## src/rtl/memory_responder_pkg.sv

```systemverilog
// Shared packet layout for the memory link: flag values, lengths, bit offsets.
// Latency: n/a (constants and constant functions only).
// Backpressure: n/a.
package memory_responder_pkg;

  // Opcode flag carried just above the address (read) or the mask (write).
  localparam logic READ_FLAG  = 1'b0;
  localparam logic WRITE_FLAG = 1'b1;

  typedef enum logic [2:0] {
    ST_IDLE  = 3'd0,
    ST_WRITE = 3'd1,
    ST_DROP  = 3'd2,
    ST_RWAIT = 3'd3,
    ST_RESP  = 3'd4
  } state_t;

  // Largest packet on the link: data + address + mask bytes + flag byte.
  function automatic int send_byte(input int dwb, input int awb);
    return dwb + awb + dwb / 8 + 1;
  endfunction

  // A read carries only the address plus the flag byte.
  function automatic int read_len(input int awb);
    return awb + 1;
  endfunction

  // Bit position of the read flag: directly above the address.
  function automatic int read_flag_pos(input int awb);
    return 8 * awb;
  endfunction

  // Bit position of the write flag: above data, address and byte mask.
  function automatic int write_flag_pos(input int dwb, input int awb);
    return 8 * dwb + 8 * awb + dwb;
  endfunction

endpackage

```

## src/rtl/memory_responder_decoder.sv

```systemverilog
// Splits a received packet into read/write classification and its fields.
// Latency: combinational.
// Backpressure: none; the caller decides when the fields are consumed.
// Ports: recv_data/recv_length in; is_read, is_write, addr, data, mask out.
module memory_responder_decoder
  import memory_responder_pkg::*;
#(
  parameter int DATA_WIDTH_BYTE = 4,
  parameter int ADDR_WIDTH_BYTE = 4,
  localparam int DATA_WIDTH = 8 * DATA_WIDTH_BYTE,
  localparam int ADDR_WIDTH = 8 * ADDR_WIDTH_BYTE,
  localparam int SEND_BYTE  = send_byte(DATA_WIDTH_BYTE, ADDR_WIDTH_BYTE)
) (
  input  logic [SEND_BYTE*8-1:0]     recv_data,
  input  logic [4:0]                 recv_length,
  output logic                       is_read,
  output logic                       is_write,
  output logic [ADDR_WIDTH-1:0]      addr,
  output logic [DATA_WIDTH-1:0]      data,
  output logic [DATA_WIDTH_BYTE-1:0] mask
);

  localparam int RD_FLAG = read_flag_pos(ADDR_WIDTH_BYTE);
  localparam int WR_FLAG = write_flag_pos(DATA_WIDTH_BYTE, ADDR_WIDTH_BYTE);
  localparam logic [4:0] RD_LEN = 5'(read_len(ADDR_WIDTH_BYTE));
  localparam logic [4:0] WR_LEN = 5'(SEND_BYTE);

  // Both length and flag must agree; anything else is malformed.
  assign is_read  = (recv_length == RD_LEN) && (recv_data[RD_FLAG] == READ_FLAG);
  assign is_write = (recv_length == WR_LEN) && (recv_data[WR_FLAG] == WRITE_FLAG);

  // Reads carry the address at the bottom; writes put data there instead.
  assign addr = is_write ? recv_data[DATA_WIDTH +: ADDR_WIDTH] : recv_data[ADDR_WIDTH-1:0];
  assign data = recv_data[DATA_WIDTH-1:0];
  assign mask = recv_data[WR_FLAG-1 -: DATA_WIDTH_BYTE];

  // Padding bits above the write flag carry no meaning.
  logic unused_recv_bits;
  assign unused_recv_bits = ^recv_data;

endmodule

```

## src/rtl/memory_responder.sv

```systemverilog
// Memory-side link endpoint: pops requests, drives a word RAM, returns read data.
// Latency: outputs registered; write strobe 1 cycle after accept, read response
//   READ_LATENCY+3 cycles after accept. Backpressure: holds the response (and
//   pops nothing) until sendable; only one request is in flight at a time.
// Ports: CLK, RST_N; receivable/recv_data/recv_length/recv_flag (receive FIFO);
//   sendable/send_flag/send_data/send_length (send FIFO); mem_en/mem_we/mem_addr/
//   mem_wdata/mem_rdata (RAM); err (malformed packet dropped).
module memory_responder
  import memory_responder_pkg::*;
#(
  parameter int DATA_WIDTH_BYTE = 4,
  parameter int ADDR_WIDTH_BYTE = 4,
  parameter int MEM_ADDR_WIDTH  = 16,
  parameter int READ_LATENCY    = 1,
  localparam int DATA_WIDTH = 8 * DATA_WIDTH_BYTE,
  localparam int SEND_BYTE  = send_byte(DATA_WIDTH_BYTE, ADDR_WIDTH_BYTE)
) (
  input  logic                       CLK,
  input  logic                       RST_N,
  input  logic                       receivable,
  input  logic [SEND_BYTE*8-1:0]     recv_data,
  input  logic [4:0]                 recv_length,
  output logic                       recv_flag,
  input  logic                       sendable,
  output logic                       send_flag,
  output logic [SEND_BYTE*8-1:0]     send_data,
  output logic [4:0]                 send_length,
  output logic                       mem_en,
  output logic [DATA_WIDTH_BYTE-1:0] mem_we,
  output logic [MEM_ADDR_WIDTH-1:0]  mem_addr,
  output logic [DATA_WIDTH-1:0]      mem_wdata,
  input  logic [DATA_WIDTH-1:0]      mem_rdata,
  output logic                       err
);

  localparam int ADDR_WIDTH = 8 * ADDR_WIDTH_BYTE;
  localparam int SEND_W     = SEND_BYTE * 8;
  localparam int ADDR_LSB   = $clog2(DATA_WIDTH_BYTE);
  localparam int CNT_W      = $clog2(READ_LATENCY + 1);

  state_t                     state;
  logic [CNT_W-1:0]           lat_cnt;
  logic                       dec_is_read;
  logic                       dec_is_write;
  logic [ADDR_WIDTH-1:0]      dec_addr;
  logic [DATA_WIDTH-1:0]      dec_data;
  logic [DATA_WIDTH_BYTE-1:0] dec_mask;
  logic [MEM_ADDR_WIDTH-1:0]  word_addr;

  memory_responder_decoder #(
    .DATA_WIDTH_BYTE(DATA_WIDTH_BYTE),
    .ADDR_WIDTH_BYTE(ADDR_WIDTH_BYTE)
  ) u_decoder (
    .recv_data  (recv_data),
    .recv_length(recv_length),
    .is_read    (dec_is_read),
    .is_write   (dec_is_write),
    .addr       (dec_addr),
    .data       (dec_data),
    .mask       (dec_mask)
  );

  // Byte address to word address; byte-offset and high bits are don't-care.
  assign word_addr = dec_addr[ADDR_LSB +: MEM_ADDR_WIDTH];

  logic unused_addr_bits;
  assign unused_addr_bits = ^dec_addr;

  always_ff @(posedge CLK or negedge RST_N) begin
    if (!RST_N) begin
      state       <= ST_IDLE;
      lat_cnt     <= '0;
      recv_flag   <= 1'b0;
      send_flag   <= 1'b0;
      send_data   <= '0;
      send_length <= '0;
      mem_en      <= 1'b0;
      mem_we      <= '0;
      mem_addr    <= '0;
      mem_wdata   <= '0;
      err         <= 1'b0;
    end else begin
      // Strobes are single-cycle pulses unless re-asserted below.
      recv_flag <= 1'b0;
      send_flag <= 1'b0;
      mem_en    <= 1'b0;
      mem_we    <= '0;
      err       <= 1'b0;

      case (state)
        ST_IDLE: begin
          if (receivable) begin
            recv_flag <= 1'b1;
            if (dec_is_write) begin
              // An all-zero mask still pops the packet but touches no RAM.
              mem_en    <= |dec_mask;
              mem_we    <= dec_mask;
              mem_addr  <= word_addr;
              mem_wdata <= dec_data;
              state     <= ST_WRITE;
            end else if (dec_is_read) begin
              mem_en   <= 1'b1;
              mem_addr <= word_addr;
              lat_cnt  <= CNT_W'(READ_LATENCY);
              state    <= ST_RWAIT;
            end else begin
              err   <= 1'b1;
              state <= ST_DROP;
            end
          end
        end

        // One idle beat so the FIFO pop lands before receivable is looked at again.
        ST_WRITE, ST_DROP: state <= ST_IDLE;

        ST_RWAIT: begin
          if (lat_cnt == '0) begin
            send_data   <= SEND_W'(mem_rdata);
            send_length <= 5'(DATA_WIDTH_BYTE);
            state       <= ST_RESP;
          end else begin
            lat_cnt <= lat_cnt - CNT_W'(1);
          end
        end

        ST_RESP: begin
          if (sendable) begin
            send_flag <= 1'b1;
            state     <= ST_IDLE;
          end
        end

        default: state <= ST_IDLE;
      endcase
    end
  end

endmodule

```

## config.mk

```make
export PLATFORM = sky130hd
export DESIGN_NAME = memory_responder
export DESIGN_NICKNAME = d
export VERILOG_FILES = /design/src/rtl/memory_responder_pkg.sv /design/src/rtl/memory_responder_decoder.sv /design/src/rtl/memory_responder.sv
export SDC_FILE = /design/constraint.sdc
export NUM_CORES = 1
export LEC_CHECK = 0
export CORE_MARGIN = 2
export CORE_UTILIZATION = 39
export CTS_BUF_LIST = sky130_fd_sc_hd__clkbuf_8
export CTS_CLUSTER_SIZE = 30
export DETAILED_ROUTE_END_ITERATION = 6
export PLACE_DENSITY = 0.88
export SETUP_SLACK_MARGIN = 0.4
export SLEW_MARGIN = 10
export SYNTH_ARGS = -nofsm -noshare
export SYNTH_HDL_FRONTEND = slang
export SYNTH_SLANG_ARGS = --single-unit
```

## constraint.sdc

```tcl
create_clock -name CLK -period 2.3 [get_ports CLK]
set_input_delay 0.46 -clock CLK [delete_from_list [all_inputs] [get_ports CLK]]
set_output_delay 0.46 -clock CLK [all_outputs]
set_load 0.05 [all_outputs]
```

# [Word-level counts from Yosys, hierarchy flattened]
# Cells that the tools add are included.
[totals] ff_bits=93 input_bits=113 word_cells=63
[op_classes] add_sub_neg=1 n_eq_ne=9 muxes=29 bitwise_logic=2 reduce_logical=11
[op_table] op="two-way mux 16 bit" count=2
[op_table] op="two-way mux 18 bit" count=1
[op_table] op="two-way mux 1 bit" count=17
[op_table] op="two-way mux 4 bit" count=3
[op_table] op="!= test 2 bit, second input constant" count=5
[op_table] op="two-way mux 3 bit" count=3
[op_table] op="one-hot mux 3 bit (3 select lines)" count=1
[op_table] op="AND reduction 3 bit" count=3
[op_table] op="equality test 5 x 3 -> 1 bit, second input constant" count=1
[op_table] op="equality test 5 x 4 -> 1 bit, second input constant" count=1
[op_table] op="AND reduction 4 bit" count=1
[op_table] op="nonzero test 2 bit" count=2
[op_table] op="OR reduction 4 bit" count=1
[op_table] op="equality test 3 x 2 -> 1 bit, second input constant" count=1
[op_table] op="equality test 3 bit, second input constant" count=1
[op_table] op="zero test 3 bit" count=1
[op_table] op="logical AND 1 bit" count=2
[op_table] op="two-way mux 2 bit" count=1
[op_table] op="NOT 1 bit" count=2
[op_table] op="one-hot mux 1 bit (2 select lines)" count=1
[op_table] op="AND reduction 2 bit" count=1
[op_table] op="subtractor 1 bit, second input constant" count=1

# [Depth between registers and ports, before layout]
# Gate-level depths: netlist of run 1.
[logic_depth] ltp_word=6 depth_mapped=5 ltp_nobuf=3

# [Modules after synthesis]
# A second synthesis of run 1 with hierarchy kept.
[unflattened] hier_cells=326 area_unflattened_um2=4478.0
[by_module_without_submodules] mod="memory_responder" n_inst=1 cells_each=251 area_each_um2=3776.1 seq_area_each_um2=2327.2
[by_module_without_submodules] mod="memory_responder_decoder" n_inst=1 cells_each=75 area_each_um2=701.9 seq_area_each_um2=0.0

# [Worst setup path before layout of run 1]
# Ideal clock, no wire load.
[synth_timing] path_kind="input port to flip-flop" startpoint="input port recv_length[1]" endpoint="register mem_wdata[25]" setup_ns=0.127 t_arrival_ns=1.939 required_ns=2.173 setup_slack_ns=0.234 path_stages=5 n_path_buf=2 cell_sequence="or3b_1 -> clkbuf_1 -> nor3_4 -> buf_4 -> mux2_1"
[synth_between] elab_chain_len=3
[synth_lines] element="from (decl)" line_no="memory_responder.sv:22" rtl="input logic [4:0] recv_length,"
[synth_lines] element="equality test 5 x 4 -> 1 bit" line_no="memory_responder_decoder.sv:30" rtl="assign is_write = (recv_length == WR_LEN) && (recv_data[WR_FLAG] == WRITE_FLAG);"
[synth_lines] element="logical AND 1 bit" line_no="memory_responder_decoder.sv:30"
[synth_lines] element="AND reduction 3 bit (no source line)"
[synth_lines] element="to (signal assigned)" line_no="memory_responder.sv:99" rtl="mem_wdata <= dec_data;"
[synth_lines] element="to (decl)" line_no="memory_responder.sv:31" rtl="output logic [DATA_WIDTH-1:0] mem_wdata,"
# Every way passes these cells.
# A chain may end at the register's enable or synchronous reset.

# [Final worst setup path of run 1]
[layout_timing] startpoint="register state[0]" endpoint="register mem_wdata[9]"
[layout_between] elab_chain_len=2
[layout_lines] element="from (decl)" line_no="memory_responder.sv:41" rtl="state_t state;"
[layout_lines] element="from (signal assigned)" line_no="memory_responder.sv:71" rtl="state <= ST_IDLE;"
[layout_lines] element="from (signal assigned)" line_no="memory_responder.sv:100" rtl="state <= ST_WRITE;"
[layout_lines] element="from (signal assigned)" line_no="memory_responder.sv:105" rtl="state <= ST_RWAIT;"
[layout_lines] element="zero test 3 bit" line_no="memory_responder.sv:90" rtl="case (state)"
[layout_lines] element="AND reduction 3 bit (no source line)"
# Every way passes these cells.

==> results of run 1 <==
==> state kept, by name, summed over array words and instances, names as in the netlist <==
name,count
mem_we,4
mem_en,1
send_length,1
mem_addr,16
state,3
send_flag,1
err,1
send_data,32
mem_wdata,32
lat_cnt,1
recv_flag,1
==> layout make-up <==
class,instances,area share (%)
clock buffers,9,1.89
clock inverters,7,2.00
inverters,1,0.0572
multi-input cells,201,26.4
flip-flops and latches,93,35.5
well taps,136,2.59
repair buffers,210,31.6
==> what timing repair did <==
| action | in CTS | in global routing |
|---|---|---|
| hold endpoints to repair | 0 | 0 |
| pin swaps | 1 | 3 |
| cloned | 3 | 0 |
| hold buffers | 0 | 0 |
| endpoints found under the setup margin | 138 | 49 |
| setup buffers | 1 | 5 |
| resized for setup | 96 | 28 |
==> worst max-delay path: cells and delay by family (launching register included) <==
family	cells	cell delay (ps)
multiplexers	1	300
AND/OR/NAND/NOR	2	830
flip-flops	1	410
buffers and inverters	3	380
==> metal layers <==
layer,part of all wire (%),vias to the layer above
met3,8.2,22
met2,51,164
li1,-,1458
met4,2.8,0
met1,38,1537
met5,0,-
==> stage by stage <==
| stage | hold WS (ps) | cell area (um^2) |
|---|---|---|
| finish | 96.9 | 6560 |
| global route | 126 | 6560 |
| CTS | 110 | 6410 |
| detailed placement | 474 | 6140 |
| global placement | 452 | 6140 |
| floorplan | 164 | 4400 |
==> power breakdown <==
| group | switching [mW] | total, mW | internal (mW) |
|---|---|---|---|
| registers | 0.0991 | 1.92 | 1.83 |
| clock network | 0.546 | 1.37 | 0.821 |
| logic | 1.10 | 1.62 | 0.528 |
| total | 1.74 | 4.92 | 3.17 |
==> cells by family (layout without fill, tap and decap cells) <==
logic type / after synthesis / after routing / synth area share (%)
flops: 93 / 93 / 55.2
buf+inv: 65 / 227 / 10.3
mux: 64 / 64 / 17.1
simple gates: 53 / 53 / 10.5
compound gates: 40 / 40 / 6.88
other cells: 1 / 44 / 0.0889
==> cells in the final DEF (no fill, tap or decap), types with 6 or more instances in the layout <==
| cell | Yosys | routed |
|---|---|---|
| sky130_fd_sc_hd__nor4b_1 | 16 | 16 |
| sky130_fd_sc_hd__o22a_1 | 17 | 17 |
| sky130_fd_sc_hd__buf_4 | 46 | 15 |
| sky130_fd_sc_hd__clkdlybuf4s50_1 | 0 | 92 |
| sky130_fd_sc_hd__dfrtp_1 | 93 | 92 |
| sky130_fd_sc_hd__clkbuf_8 | 0 | 9 |
| sky130_fd_sc_hd__conb_1 | 1 | 44 |
| sky130_fd_sc_hd__buf_12 | 0 | 6 |
| sky130_fd_sc_hd__nor4bb_1 | 16 | 16 |
| sky130_fd_sc_hd__dlygate4sd2_1 | 0 | 90 |
| sky130_fd_sc_hd__mux2_2 | 38 | 34 |
| sky130_fd_sc_hd__o21ai_0 | 16 | 16 |
| sky130_fd_sc_hd__mux2_4 | 0 | 28 |
==> synthesized netlist by cell type (all sizes together) (2+ instances only) <==
master and instances:
a21oi 2, and2 4, buf 51, clkbuf 13
dfrtp 93, mux2 64, nand2 2, nor2 3
nor3 3, nor4b 16, nor4bb 16, o21ai 16
o22a 17, or3b 2
==> worst paths after layout <==
| path | start | endpoint | slack (ps) |
|---|---|---|---|
| setup / recovery | state[0] | mem_wdata[9] | 260 |
| setup reg to reg | state[0] | mem_wdata[9] | 260 |
| max in group asynchronous | RST_N | state[2] | 1510 |
| min in group CLK | send_length[2] | send_length[2] | 480 |
| hold / removal | RST_N | mem_wdata[31] | 100 |
| hold reg to reg | send_length[2] | send_length[2] | 480 |
==> reports/summary.md, run 1 <==
The flow ran to the end, and the final reports show no timing, DRC or antenna violations. The biggest area contributor in the post-synthesis netlist is sky130_fd_sc_hd__dfrtp_1. In this run the worst hold path is classified as input pin to asynchronous set/reset pin.

Of the post-synthesis cell area, the dominant cell type holds 55.2%. Maximum cell stage delay along the critical path: 590 ps. Yosys attributes the largest share of cell area to sky130_fd_sc_hd__dfrtp_1, sky130_fd_sc_hd__mux2_2, sky130_fd_sc_hd__buf_4. The floorplan step defined a die boundary enclosing 0.0117 mm^2. Entering global routing, the biggest net connects 49 pins. The floorplan has 37 rows.

For the via count of the first global-routing pass, the log shows 3355. The clock arrives with 11.9 ps of skew. The met1 usage in global routing is 20.0%. The total core area was 0.0104 mm^2. The total count of max-transition violations in the final report is 0, and the layout-stage area growth over the synthesis result is 55.5%. Slew at the pin closest to its max-slew limit: 605 ps. The cell repeated most along the worst path was sky130_fd_sc_hd__buf_12. The post-route fraction of the period consumed by the critical path is 88.9%. Across the run, the number of max-cap violations was 0. The critical path goes through or4b_4, nor3_4, buf_12, buf_12, buf_16, mux2_4.

For this configuration, the core starts out at a cell density of 40.5%. The tools report the count of boundary I/O pins as 246. In this run the horizontal extent of the chip is 108 um. After detailed routing, the number of remaining DRC violations is 0.

After clock tree synthesis, the clock-pin slew on the worst setup and hold paths is 80 ps. Power comes to 4.92 mW. After filler insertion, the fill cell instance count of the layout stands at 860. Power density of the placed cells: 749 mW/mm^2. Excluding fillers, the count of instances in the completed layout stands at 657. The first global-routing pass estimated 16.5 mm of wire.

Subtracting the final worst setup slack from the clock period gives 2040 ps. The tools report the tightest slew margin relative to the limit as 59.7%. The number of antenna violations at the first check in global routing is 0, and the met2 capacity usage during global routing is 33.2%.

The final setup violation count is 0. TritonCTS built the clock tree. The tools report the data required time at the worst endpoint as 2540 ps. The kind of capture point of the worst setup path was a flop. Number of cells produced by synthesis: 316. The tools report the aggregate routed wire length as 10.8 mm. The clock drives 93 sinks. The timing-limited maximum frequency is 489 MHz. The H-tree generated during clock tree synthesis spans 3 levels. Setup repair after global routing could not meet its margin everywhere. Measured on the finished design, the core utilization comes to 63.0%.

The first detailed-routing pass took 4 iterations. Area used by multi-input combinational logic: 0.00173 mm^2. Final setup TNS: 0 ps. The most used flip-flop cell after synthesis is sky130_fd_sc_hd__dfrtp_1. The clock reaches the later pin of the worst-skew pair after 350 ps. In this run the cell area of the synthesized design comes to 0.00422 mm^2. In this run, the number of DRC markers left after iteration 0 of detailed routing was 91. From bottom edge to top edge, the die measures 108 um.

The TritonCTS buffer count was 9. The clock passes through at most 2 buffers. For the count of synthesis-stage warnings from yosys, the log shows 0.

The number of antenna repair diodes was 0. During placement, the flow inserted port buffers numbering 183. For this design the static power due to leakage is 3.30 nW.

The worst setup path is launched from a flop. For the footprint of the flip-flops and latches, the log shows 0.00233 mm^2. For the worst flop-to-flop path, the logic depth is 6. The post-synthesis average cell area is 13.4 um^2. The number of nets in the final layout was 629. In this run the most used layer during global routing was met2. Final antenna-violating net count: 0. The master of the slowest instance on the critical path was sky130_fd_sc_hd__or4b_4.

The mean routed wirelength per cell was 16.4 um. Post-synthesis cell type count: 33. The routed layout has 3181 vias. For the number of failing hold endpoints at the final stage, the log shows 0. The tools report the pre-CTS setup slack as -167 ps. For the total congestion overflow after global routing, the log shows 0. The root buffer cell was sky130_fd_sc_hd__clkbuf_8. The tools report the global-route met3 utilization as 4.94%. For the worst setup path, the data arrival time is 2280 ps.

The placed wire-length estimate came out at 8.01 mm. The flip-flop and latch count after synthesis is 93. The worst path meets setup with 256 ps of slack. At the end of routability-driven placement, the weighted congestion stood at 0.775.

In the routed layout, each cell is associated on average with a via count of 4.84. Global routing used 18.5% of the available tracks. The critical path in this run is classified as flop to flop. The proportion of synthesized chip area in sequential cells is 55.2%, and the maximum fanout along the worst path is 6. The fraction of final layout cells with drive strength greater than 1 works out to 21.3%. Of all flip-flops after synthesis, the portion carrying an async set or reset was 100%. The worst-case IR drop observed on VDD is 0.320 mV. The number of flops mapped to enable cells by yosys works out to 0.

Including well taps, the total number of placed cells is 632.
(Power assumes the default switching activity.)
==> run 2: changes to the inputs <==
- clock period: 2.3 -> 2.1 ns (I/O delays scaled with it)
==> run 2 against run 1 <==
Largest power group unchanged. Maximum frequency increased by 4.6%. Die area unchanged. Count of clock-buffer cells in the layout is the same. Sequential power is 11% higher. Largest cell class unchanged.
==> reports/summary.md, run 2 (synthesized netlist as in run 1, its figures left out) <==
The run finished with clean final reports. The worst-case IR drop observed on VDD is 0.485 mV. In the global route stage, met2 resource usage came out at 35.3%. The routed design has 11.7 mm of wire. Input and output buffers added on the ports amount to 183. The classification of the worst setup path is flop to flop.

For the worst setup path, the data required time is 2330 ps. Final setup violation count: 0. CTS saw 93 sinks. The root buffer cell is sky130_fd_sc_hd__clkbuf_8. The startpoint type of the worst setup path is a flop. Measured against its own limit, the worst slew margin works out to 65.4%. The count of boundary I/O pins was 246.

For this run, the total global-route usage over all layers was measured as 20.3%. At the end of the flow the core is filled with cells to 62.9%. For this run, the detailed router's first-pass iteration total came to 4.

Worst hold path class: flop to flop. The logs give 17.9 mm for the first-pass GRT wire length and 24.2% for the met1 usage in global routing. After detailed routing, the number of remaining DRC violations is 0.

The total congestion overflow after global routing is 0. The analysis attributes to cell leakage a power of 3.12 nW. The total count of max-transition violations in the final report is 0. TritonCTS built the clock tree. The most frequent standard cell in the layout excluding fill and tap cells was sky130_fd_sc_hd__dfrtp_1. Based on the critical path, the design can be clocked at up to 512 MHz. Measured along the x axis, the die boundary spans 108 um. The detail-routed via count per cell was 4.97; the TritonCTS buffer count was 9.

In the layout the commonest cells are sky130_fd_sc_hd__dfrtp_1, sky130_fd_sc_hd__clkdlybuf4s50_1, sky130_fd_sc_hd__conb_1, sky130_fd_sc_hd__clkbuf_2, sky130_fd_sc_hd__clkdlybuf4s15_1. The kind of capture point of the worst setup path was a flop. The congestion estimate from routability-driven global placement came to 0.830. The first routing iteration left 110 violations.

For this run, global-route usage on met3 was measured as 6.33%. After floorplanning, the core was divided into 37 placement rows. The power density of the placed cells was 782 mW/mm^2.

The final antenna-violating net count was 0. For the pin with the worst max-slew slack, the measured transition is 522 ps. In this run the most used layer during global routing was met2. Number of antenna violations at the first check in global routing: 0. The routed layout has 3304 vias.

Cell count after placement: 631. The tool flagged a number of max-cap violations equal to 0. For the worst setup path, the data arrival time is 2180 ps.

The floorplan step defined a die boundary enclosing 0.0117 mm^2. The repair_antennas step left the layout with diodes totalling 0. Along the worst path, the maximum fanout reaches 5. The post-route fraction of the period consumed by the critical path was 93.0%; the layout-stage area growth over the synthesis result was 55.3%. After detailed routing, the average wire length per cell comes to 17.6 um. The run gives 2 as the largest buffer count on any clock path. The number of failing hold endpoints at the final stage was 0. The clock period could shrink to 1950 ps. The count of non-filler cells in the finished layout was 665. The post-route netlist has 31.4% of its cells at a drive strength greater than 1. The H-tree was split into 3 levels. The die is 108 um tall.

The initial utilization of the core area, before any placement, comes to 40.5%. The via count of the first global-routing pass came out at 3404. Setup repair after global routing could not meet its margin everywhere. The clock slew seen by the registers of the worst setup and hold paths is 90 ps, and the placed wire-length estimate is 8.43 mm. The largest registers in the layout are mem_wdata x32, send_data x32, mem_addr x16. The largest clock skew in the final design was 17.4 ps; the clock latency at the later pin of the worst-skew pair was 350 ps. The maximum number of pins on one net before global-route repair is 47. In this run the standard cell core region covers 0.0104 mm^2. For this run, the post-layout net count is 637.
==> run 2: changes by cell type in the layout (fill, tap and decap cells not counted), sizes merged, moves of 2 or more <==
cell / change
clkbuf: +43
clkdlybuf4s50: -3
dlygate4sd2: -78
clkinv: +2
buf: +6
clkdlybuf4s15: +38
bufinv: -3
==> run 2: worst paths after layout <==
| check | from | to | slack [ps] | depth (start not counted) |
|---|---|---|---|---|
| setup / recovery | state[0] | mem_wdata[2] | 150 | 6 |
| hold / removal | send_length[2] | send_length[2] | 490 | 1 |
| setup reg to reg | state[0] | mem_wdata[2] | 150 | 6 |
| hold reg to reg | send_length[2] | send_length[2] | 490 | 1 |
| max in group asynchronous | RST_N | mem_we[3] | 930 | 3 |
| min in group asynchronous | RST_N | mem_addr[14] | 560 | 2 |
==> run 2: layer usage <==
layer | share of wire [%] | vias up | routed length, um
met5 | 0 | - | 0
met4 | 2.1 | 0 | 245
met3 | 7.5 | 17 | 879
met2 | 52 | 147 | 6110
met1 | 38 | 1665 | 4500
li1 | - | 1475 | -
==> run 2: report_power, final <==
part           total (mW)  switching, mW  internal, mW
Sequential           2.13          0.126          2.00
Combinational        1.79           1.20         0.590
Clock                1.21          0.646         0.560
==> run 2: final cells by class <==
| cell class | instances | area (um^2) |
|---|---|---|
| Fill cell | 815 | 3860 |
| Timing Repair Buffer | 218 | 2110 |
| Sequential cell | 93 | 2330 |
| Clock inverter | 7 | 73.8 |
| Tap cell | 136 | 170 |
| Clock buffer | 9 | 124 |
| Multi-Input combinational cell | 201 | 1740 |
| Inverter | 1 | 3.75 |
==> run 2: what timing repair did <==
action                                  4_1_cts  5_1_grt
buffers inserted                             10        1
cloned                                        6        0
hold buffers                                  1        0
hold endpoints to repair                     12        0
resized for setup                           137      121
endpoints found under the setup margin      144      135
pin swaps                                     2        0
==> run 2: worst max-delay path: stages, from the launching register on <==
cell and delay, ps:
sky130_fd_sc_hd__dfrtp_1 400, sky130_fd_sc_hd__or4b_4 550, sky130_fd_sc_hd__nor3_4 190, sky130_fd_sc_hd__buf_6 150
sky130_fd_sc_hd__buf_12 110, sky130_fd_sc_hd__buf_12 110, sky130_fd_sc_hd__mux2_2 330
==> run 2: stage by stage <==
| stage | cell area [um^2] | hold WS [ps] | power [mW] | TNS [ps] | setup WS [ps] |
|---|---|---|---|---|---|
| global route | 6550 | 513 | 5.35 | 0 | 89.4 |
| finish | 6550 | 486 | 5.12 | 0 | 147 |
| global placement | 6150 | 383 | 4.00 | -13060 | -302 |
| CTS | 6620 | 482 | 5.15 | 0 | 136 |
| floorplan | 4410 | 124 | 3.36 | 0 | 105 |
| detailed placement | 6150 | 387 | 4.04 | -12740 | -296 |
==> run 3: changes to the inputs <==
- HOLD_SLACK_MARGIN: default -> 0.08
==> results of run 3 <==
No change in the layout: final DEF, timing and power equal those of run 2.
